## config.mk

```make
export PLATFORM = sky130hd
export DESIGN_NAME = explored_set_engine
export DESIGN_NICKNAME = d
export VERILOG_FILES = /design/src/rtl/explored_set_engine.sv
export SDC_FILE = /design/constraint.sdc
export NUM_CORES = 1
export LEC_CHECK = 0
export CORE_AREA = 2 2 450 452
export CTS_BUF_LIST = sky130_fd_sc_hd__clkbuf_4 sky130_fd_sc_hd__clkbuf_8 sky130_fd_sc_hd__clkbuf_16
export CTS_CLUSTER_DIAMETER = 150
export DETAILED_ROUTE_END_ITERATION = 6
export DIE_AREA = 0 0 452 454
export GPL_TIMING_DRIVEN = 0
export PLACE_DENSITY = 0.3
export SLEW_MARGIN = 20
export SYNTH_ARGS = -nofsm -noshare
export SYNTH_HDL_FRONTEND = slang
export SYNTH_SLANG_ARGS = --single-unit
```

## constraint.sdc

```tcl
create_clock -name clk -period 2.5 [get_ports clk]
set_input_delay 0.5 -clock clk [delete_from_list [all_inputs] [get_ports clk]]
set_output_delay 0.5 -clock clk [all_outputs]
set_load 0.01 [all_outputs]
```

## src/rtl/explored_set_engine.sv

```systemverilog
// Explored-set engine: owns the explored-node RAM port and its fill count and
// runs one LOOKUP / INSERT / INSERT_UNIQUE / CLEAR at a time.
// Latency: LOOKUP hit at k = 1+(k+1)(RD_LAT+1), miss = 1+N(RD_LAT+1),
//          INSERT_UNIQUE miss +1, INSERT 2, CLEAR 1 (accept edge to result_valid).
// Backpressure: op_ready is high only in IDLE; inputs are ignored while busy.
//
// Ports:
//   clk, reset         clock and synchronous active-high reset
//   op_*               request handshake, opcode, search key and record to write
//   mem_rd_* / mem_wr_* explored RAM read (RD_LAT-cycle) and write ports
//   result_valid, hit, hit_addr, hit_record, inserted, overflow  per-op result
//   fill_count, full   occupancy of the explored set
module explored_set_engine #(
  parameter int MAX_NODES = 100,
  parameter int ADDR_W    = 7,
  parameter int REC_W     = 272,
  parameter int ID_W      = 16,
  parameter int KEY_LSB   = 224,
  parameter int RD_LAT    = 2
) (
  input  logic              clk,
  input  logic              reset,
  input  logic              op_valid,
  output logic              op_ready,
  input  logic [1:0]        op_code,
  input  logic [ID_W-1:0]   op_key,
  input  logic [REC_W-1:0]  op_record,
  output logic [ADDR_W-1:0] mem_rd_addr,
  input  logic [REC_W-1:0]  mem_rd_data,
  output logic              mem_wr_en,
  output logic [ADDR_W-1:0] mem_wr_addr,
  output logic [REC_W-1:0]  mem_wr_data,
  output logic              result_valid,
  output logic              hit,
  output logic [ADDR_W-1:0] hit_addr,
  output logic [REC_W-1:0]  hit_record,
  output logic              inserted,
  output logic              overflow,
  output logic [ADDR_W:0]   fill_count,
  output logic              full
);

  localparam logic [1:0] OP_LOOKUP = 2'b00;
  localparam logic [1:0] OP_INSERT = 2'b01;
  localparam logic [1:0] OP_IUNIQ  = 2'b10;
  localparam logic [1:0] OP_CLEAR  = 2'b11;

  localparam logic [ADDR_W:0] MAX_CNT = (ADDR_W+1)'(MAX_NODES);
  // WAIT runs RD_LAT-1 cycles; the counter counts down to zero.
  localparam logic [2:0] WAIT_INIT = 3'(RD_LAT - 2);

  typedef enum logic [2:0] {S_IDLE, S_PROBE, S_WAIT, S_COMPARE, S_WRITE, S_RESP} state_t;

  state_t              state_q, state_d;
  logic [1:0]          code_q, code_d;
  logic [ID_W-1:0]     key_q, key_d;
  logic [REC_W-1:0]    rec_q, rec_d;
  logic [ADDR_W-1:0]   idx_q, idx_d;
  logic [2:0]          wcnt_q, wcnt_d;
  logic [ADDR_W:0]     fill_q, fill_d;
  logic [ADDR_W-1:0]   rd_addr_q, rd_addr_d;
  logic                wr_en_q, wr_en_d;
  logic                rv_q, rv_d;
  logic                hit_q, hit_d;
  logic [ADDR_W-1:0]   hit_addr_q, hit_addr_d;
  logic [REC_W-1:0]    hit_rec_q, hit_rec_d;
  logic                ins_q, ins_d;
  logic                ovf_q, ovf_d;
  logic                rdy_q, rdy_d;
  logic                match;
  logic                full_now;

  assign match    = (mem_rd_data[KEY_LSB +: ID_W] == key_q);
  assign full_now = (fill_q == MAX_CNT);

  always_comb begin
    state_d    = state_q;
    code_d     = code_q;
    key_d      = key_q;
    rec_d      = rec_q;
    idx_d      = idx_q;
    wcnt_d     = wcnt_q;
    fill_d     = fill_q;
    rd_addr_d  = rd_addr_q;
    hit_d      = hit_q;
    hit_addr_d = hit_addr_q;
    hit_rec_d  = hit_rec_q;
    ins_d      = ins_q;
    ovf_d      = ovf_q;
    case (state_q)
      S_IDLE: begin
        if (op_valid) begin
          code_d     = op_code;
          key_d      = op_key;
          rec_d      = op_record;
          idx_d      = '0;
          hit_d      = 1'b0;
          hit_addr_d = '0;
          hit_rec_d  = '0;
          ins_d      = 1'b0;
          ovf_d      = 1'b0;
          case (op_code)
            OP_LOOKUP, OP_IUNIQ: begin
              if (fill_q != '0) begin
                state_d   = S_PROBE;
                rd_addr_d = '0;
              end else begin
                // Empty set: a unique insert cannot collide, go straight to the write.
                state_d = (op_code == OP_IUNIQ) ? S_WRITE : S_RESP;
              end
            end
            OP_INSERT: state_d = S_WRITE;
            OP_CLEAR: begin
              fill_d  = '0;
              state_d = S_RESP;
            end
            default: state_d = S_RESP;
          endcase
        end
      end
      S_PROBE: begin
        if (RD_LAT == 1) begin
          state_d = S_COMPARE;
        end else begin
          state_d = S_WAIT;
          wcnt_d  = WAIT_INIT;
        end
      end
      S_WAIT: begin
        if (wcnt_q == '0) state_d = S_COMPARE;
        else              wcnt_d  = wcnt_q - 3'd1;
      end
      S_COMPARE: begin
        if (match) begin
          hit_d      = 1'b1;
          hit_addr_d = idx_q;
          hit_rec_d  = mem_rd_data;
          state_d    = S_RESP;
        end else if (({1'b0, idx_q} + (ADDR_W+1)'(1)) < fill_q) begin
          // Scan is bounded by fill_count, so the index never reaches it.
          idx_d     = idx_q + ADDR_W'(1);
          rd_addr_d = idx_q + ADDR_W'(1);
          state_d   = S_PROBE;
        end else begin
          state_d = (code_q == OP_IUNIQ) ? S_WRITE : S_RESP;
        end
      end
      S_WRITE: begin
        if (!full_now) begin
          fill_d = fill_q + (ADDR_W+1)'(1);
          ins_d  = 1'b1;
        end else begin
          ovf_d = 1'b1;
        end
        state_d = S_RESP;
      end
      S_RESP:  state_d = S_IDLE;
      default: state_d = S_IDLE;
    endcase
    // Write strobe is registered so it lines up with the WRITE cycle; fill
    // cannot change between the decision and the WRITE cycle.
    wr_en_d = (state_d == S_WRITE) && (state_q != S_WRITE) && !full_now;
    rv_d    = (state_d == S_RESP);
    rdy_d   = (state_d == S_IDLE);
  end

  always_ff @(posedge clk) begin
    if (reset) begin
      state_q    <= S_IDLE;
      code_q     <= '0;
      key_q      <= '0;
      rec_q      <= '0;
      idx_q      <= '0;
      wcnt_q     <= '0;
      fill_q     <= '0;
      rd_addr_q  <= '0;
      wr_en_q    <= 1'b0;
      rv_q       <= 1'b0;
      hit_q      <= 1'b0;
      hit_addr_q <= '0;
      hit_rec_q  <= '0;
      ins_q      <= 1'b0;
      ovf_q      <= 1'b0;
      rdy_q      <= 1'b1;
    end else begin
      state_q    <= state_d;
      code_q     <= code_d;
      key_q      <= key_d;
      rec_q      <= rec_d;
      idx_q      <= idx_d;
      wcnt_q     <= wcnt_d;
      fill_q     <= fill_d;
      rd_addr_q  <= rd_addr_d;
      wr_en_q    <= wr_en_d;
      rv_q       <= rv_d;
      hit_q      <= hit_d;
      hit_addr_q <= hit_addr_d;
      hit_rec_q  <= hit_rec_d;
      ins_q      <= ins_d;
      ovf_q      <= ovf_d;
      rdy_q      <= rdy_d;
    end
  end

  // A reset arriving in the WRITE cycle must suppress that cycle's strobe.
  assign mem_wr_en    = wr_en_q & ~reset;
  assign mem_wr_addr  = fill_q[ADDR_W-1:0];
  assign mem_wr_data  = rec_q;
  assign mem_rd_addr  = rd_addr_q;
  assign op_ready     = rdy_q;
  assign result_valid = rv_q;
  assign hit          = hit_q;
  assign hit_addr     = hit_addr_q;
  assign hit_record   = hit_rec_q;
  assign inserted     = ins_q;
  assign overflow     = ovf_q;
  assign fill_count   = fill_q;
  assign full         = full_now;

endmodule
```

==> flow_summary.ini, run 1 <==
[status]
status = finished, final reports clean

[floorplanning]
die_height_um = 454
core_region_area_sq_um = 201000
die_area_sq_um = 205000
io_pins = 1145
initial_core_util = 0.109
row_count = 165
die_x_um = 452

[synth]
yosysMostFrequentCell = nand2_1
yosys.cell_types.count = 52
synth-edff-count = 0
synth_compound_area_frac = 0.145
synthArstFlopShare = 0
synth_common_cells = nand2_1, dfxtp_1, a21oi_1
synthFlopType = dfxtp_1
synth-simple-area-share = 0.232
yosys_warnings = 0
synth_area_leaders = dfxtp_1, nand2_1, a21oi_1
synth_top_family_by_area = simple AND/OR/NAND/NOR gates
synth-seq-cells = 603
synth_area_sq_um = 22000
yosysSeqAreaShare = 0.549
synthesis.nets = 3312
avgSynthCellArea_sq_um = 8.04
synth_xor_xnor_area_share = 0.0115
synth_top_area_frac = 0.549
synth_top_area_cell = dfxtp_1
synth-adder-area-share = 0.00683
syn_inst = 2735
synth.area.mux_share = 0

[layout]
area_delta_synth_final_pct = 84.3
finalNetCount = 4579
fillers = 22500
drive_gt1_frac = 0.0957

[global_routing]
grt_start_max_net_pins = 14
grt_usage = 0.150
grt.overflow.total = 0
antenna_found_initial = 45
grt_first_pass_wirelength_um = 211000
grt_pass1_vias = 24000

[worst_hold_path]
hold_class = primary input to flop
min_from = mem_rd_data[57]

[routing]
postRouteAntennaNets = 0
drt-vias-per-instance = 3.59
drc = 0
via_count = 24200
routedWlPerCell_um = 23.8
dr.pass1.iters = 7
wl_um = 161000
drtIter0Drc = 1133

[timing]
period_share = 1.00
hold_violations = 0
period_needed_ns = 2.50
tightest_slew_ns = 0.983
rsz0062_at_grt = true
fmax_mhz = 400
relSlewSlack = 0.345
setup_viol = 0
clock_skew_ns = 0.0187
whs_ns = 0.319
drv_slew = 0

[setup_path]
worstSetupEndpoint = idx_q[1]
required_ns = 3.10
cp-startpoint = idx_q[1]
reg2reg_to = idx_q[1]
critPathMaxFanout = 6
crit_type = flop to flop
reg2reg_setup_slack_ns = 0.001
start_kind = flop
endpoint_kind = flop
arrival_ns = 3.10
reg2regPathDepth = 10
reg2reg_from = idx_q[1]

[pwr]
comb_power_share = 0.316
vdd_drop_max_mv = 0.477
switchingPower_mw = 12.9
p_leak_nw = 13.8
power_frac_seq = 0.322
p_per_area_nw_per_um2 = 877
swShare = 0.364
total_power_mw = 35.6
internal-power_mw = 22.6
clkPwrFrac = 0.362

[placement]
hpwl_um = 131000
gp_congestion = 0.850
io_buffer_count = 1143

[cts]
clkLatencyLatePin_ns = 0.73
clock-sinks = 603
cts-root-buf = clkbuf_16
clockBufferDepth = 3
htree_levels = 3
clk_pin_slew_worst_paths_ns = 0.06
tritoncts = yes
cts-hold-fix-buffers = 0
cts_buffers = 89

[flow_run]
max_cap_viol_count = 0
-- per-stage QoR --
stage / setup slack (ns) / instances / util / TNS, ns / cell area (sq um)
3_5_place_dp: -1.59 / 6552 / 0.183 / -534.64 / 36800
2_1_floorplan: 0.0569 / 2735 / - / 0 / 22000
4_1_cts: -0.0493 / 6724 / 0.200 / -0.327 / 40100
3_3_place_gp: -2.18 / 6550 / 0.183 / -796.68 / 36800
6_report: 0.000962 / 6759 / 0.202 / 0 / 40500
5_1_grt: -0.102 / 6748 / 0.202 / -0.745 / 40500
-- flip-flops by register name, indices dropped and copies added (netlist names) --
signal,cells
fill_count,8
hit,1
result_valid,1
code_q,2
hit_record,272
overflow,1
state_q,3
inserted,1
wcnt_q,3
mem_wr_data,272
idx_q,7
op_ready,1
mem_rd_addr,7
wr_en_q,1
hit_addr,7
key_q,16
-- layer usage --
metal | vias to the layer above | GRT usage | wire length [um]
li1 | 11700 | - | -
met1 | 11500 | 0.164 | 61400
met2 | 774 | 0.264 | 81700
met3 | 224 | 0.0462 | 11200
met4 | 32 | 0.0690 | 6570
met5 | - | 0 | 214
-- how the worst min path moves through the flow --
stage,end,slack [ns],depth (start not counted)
final,hit_record[57],0.32,3
after detailed placement,mem_wr_data[197],0.45,2
after global routing,mem_wr_data[66],0.27,3
after global placement,mem_wr_data[50],0.44,2
after floorplan,code_q[1],0.43,2
after CTS,hit_record[121],0.20,3
-- final cells by class --
cell class | count | area, sq um | share of cell area
sequential | 603 | 12100 | 0.299
timing repair buffer | 1176 | 11800 | 0.290
multi-input combinational | 1880 | 8960 | 0.221
tap | 2672 | 3340 | 0.0825
clock buffer | 133 | 2680 | 0.0662
buffer | 233 | 1310 | 0.0323
clock inverter | 21 | 245 | 0.00605
inverter | 19 | 73.8 | 0.00182
antenna | 22 | 55.1 | 0.00136
-- power groups by stage --
stage               registers [mW]  clock network (mW)  logic, mW
floorplan                     12.0                   0       4.05
finish                        11.5                12.9       11.2
global placement              11.7                   0       11.3
detailed placement            11.7                   0       11.2
global route                  11.6                13.8       12.3
CTS                           11.5                13.4       11.5
-- worst max-delay path: stages (launching register included) --
cell and delay [ns]:
dfxtp_4 0.39, ha_4 0.18, xor2_2 0.17, ha_1 0.26, a211o_1 0.25, a31o_2 0.24, a21o_1 0.23, nor2_4 0.15
a311oi_4 0.10, buf_6 0.17, a2bb2o_1 0.26
-- cells by family (layout without fill, tap and decap cells) --
kind of cell    count (synthesis)  in the layout
other cells                     0             22
compound gates                619            619
simple gates                 1220           1220
xor+xnor                       29             29
flops                         603            603
fa+ha+maj                      12             12
buf+inv                       252           1582
-- cell usage in the layout (no fill, tap or decap), types with 7 or more instances in the layout --
| cell type | synthesis | layout |
|---|---|---|
| a21oi_1 | 585 | 581 |
| nand2_2 | 1 | 9 |
| nand3_1 | 286 | 284 |
| ha_1 | 12 | 10 |
| clkdlybuf4s50_1 | 0 | 1137 |
| dfxtp_1 | 603 | 590 |
| clkbuf_2 | 0 | 30 |
| buf_4 | 15 | 45 |
| clkinv_2 | 0 | 7 |
| nand2_1 | 873 | 864 |
| buf_2 | 57 | 39 |
| diode_2 | 0 | 22 |
| clkbuf_8 | 0 | 20 |
| dfxtp_4 | 0 | 8 |
| clkbuf_1 | 115 | 81 |
| xnor2_1 | 9 | 7 |
| inv_1 | 19 | 16 |
| buf_1 | 26 | 19 |
| xor2_1 | 20 | 17 |
| clkbuf_16 | 0 | 89 |
| clkbuf_4 | 0 | 40 |
| buf_6 | 20 | 33 |
| nor2_1 | 21 | 18 |
-- what timing repair did --
item | in CTS | in global routing
cloned | 0 | 0
gates resized for setup | 90 | 95
setup buffers | 18 | 14
pin swaps | 11 | 21
endpoints found under the setup margin | 602 | 244
Power figures use the tool's default switching activity.
==> run 2, diff against run 1 <==
CORE_AREA = 2 2 451 453   (was 2 2 450 452)
DIE_AREA = 0 0 453 455   (was 0 0 452 454)
==> run 2 against run 1 <==
Compared with the run above: the run now ends with negative setup slack left; clock power hardly changed; via count up 0.48%; total power is 0.41% higher; die area is 0.44% higher; non-clock buffer count decreased by 1; wire length fell by 0.55%; core utilization about the same; combinational power hardly changed; flip-flop and latch count unchanged; fmax is 3.2% lower; final cell count is essentially flat.
==> flow_summary.ini, run 2 (same netlist as run 1, synthesis figures left out) <==
[pwr]
internal-power_mw = 22.8
switchingPower_mw = 12.9
vdd_drop_max_mv = 0.524
clkPwrFrac = 0.362
swShare = 0.362
p_leak_nw = 13.7
p_per_area_nw_per_um2 = 881
total_power_mw = 35.7
comb_power_share = 0.317
power_frac_seq = 0.320

[layout]
final_area_sq_um = 40500
mostFrequentLayoutCell = clkdlybuf4s50_1
stdcell_count = 6753
drive_gt1_frac = 0.0959
fillers = 22700
area_delta_synth_final_pct = 84.3
finalNetCount = 4578
final_cell_mix = clkdlybuf4s50_1, nand2_1, dfxtp_1
post-route-util = 0.201

[setup_path]
start_kind = flop
required_ns = 3.13
endpoint_kind = flop
arrival_ns = 3.21
crit_type = flop to flop
critPathMaxFanout = 4

[routing]
drtIter0Drc = 1055
wl_um = 160000
via_count = 24400
drc = 0
dr.pass1.iters = 6
postRouteAntennaNets = 0
drt-vias-per-instance = 3.61
routedWlPerCell_um = 23.7

[timing]
period_share = 1.03
period_needed_ns = 2.58
clock_skew_ns = 0.0466
setup_viol = 1
rsz0062_at_grt = true
worst_slack_ns = -0.0821
relSlewSlack = 0.364
drv_slew = 0
hold_violations = 0
fmax_mhz = 387
whs_ns = 0.309
tightest_slew_ns = 0.954
setup_tns_ns = -0.0821

[cts]
cts-hold-fix-buffers = 0
cts_buffers = 89
cts-root-buf = clkbuf_16
clockBufferDepth = 3
clock-sinks = 603
clk_pin_slew_worst_paths_ns = 0.06
tritoncts = yes
clkLatencyLatePin_ns = 0.74
htree_levels = 3

[floorplanning]
die_x_um = 453
initial_core_util = 0.109
io_pins = 1145
die_area_sq_um = 206000
row_count = 165
core_region_area_sq_um = 201000
die_height_um = 455

[placement]
hpwl_um = 130000
place_area_sq_um = 36800
io_buffer_count = 1143
dp_slack_ns = -1.63
gp_congestion = 0.843
dp.cells = 6552

[worst_hold_path]
hold_class = primary input to flop

[global_routing]
grt_first_pass_wirelength_um = 212000
grt_usage = 0.149
antenna_found_initial = 39
grt_pass1_vias = 24100
grt_start_max_net_pins = 13
grt.overflow.total = 0

[status]
violations = negative setup slack
status = complete, but fails checks

[flow_run]
max_cap_viol_count = 0
==> run 2: cell types whose count changed in the layout (fill, tap and decap cells not counted), sizes merged <==
cell           previous run  this run
diode                    22        13
clkdlybuf4s50          1137      1139
clkbuf                  260       258
inv                      24        25
dlygate4sd2               5         3
bufinv                    1         2
clkdlybuf4s15             0         3
==> run 2: routing by layer <==
metal  global-route usage  share of wire
met2                0.272           0.52
met3               0.0450          0.069
met1                0.167           0.39
met4               0.0407          0.022
met5                    0         0.0012
==> run 2: power groups by stage <==
stage	Combinational (mW)	Sequential (mW)	Clock [mW]
2_1_floorplan	4.05	12.0	0
5_1_grt	12.4	11.6	13.9
4_1_cts	11.7	11.5	13.5
3_5_place_dp	11.4	11.7	0
3_3_place_gp	11.4	11.6	0
6_report	11.3	11.4	12.9
==> run 2: repair_timing <==
item	CTS	global route
cloned	0	0
resized for setup	106	61
setup buffers	18	13
pin swaps	12	23
endpoints found under the setup margin	605	252
hold endpoints to repair	0	0
==> run 2: layout make-up <==
class	instances	area, sq um	share of cell area
clock inverter	23	241	0.00596
inverter	19	73.8	0.00182
timing repair buffer	1176	11700	0.290
tap	2672	3340	0.0825
sequential	603	12100	0.299
clock buffer	135	2710	0.0669
antenna	13	32.5	0.000803
multi-input combinational	1880	8980	0.222
buffer	232	1300	0.0322
==> run 2: worst paths after layout <==
path	start	end	slack, ns	cells after the start
worst max-delay path	idx_q[0]	idx_q[2]	-0.08	9
worst min-delay path	op_record[194]	mem_wr_data[194]	0.31	3
worst max register to register	idx_q[0]	idx_q[2]	-0.08	9
worst min register to register	mem_wr_data[15]	mem_wr_data[15]	0.45	2
==> run 2: critical path, cell delays in order (launching register included) <==
cell     delay, ns
dfxtp_4       0.36
ha_4          0.19
xor2_2        0.18
ha_1          0.32
a211o_1       0.28
a31o_4        0.23
a21oi_4       0.21
nand2_1       0.11
or4_4         0.50
a21oi_2       0.14
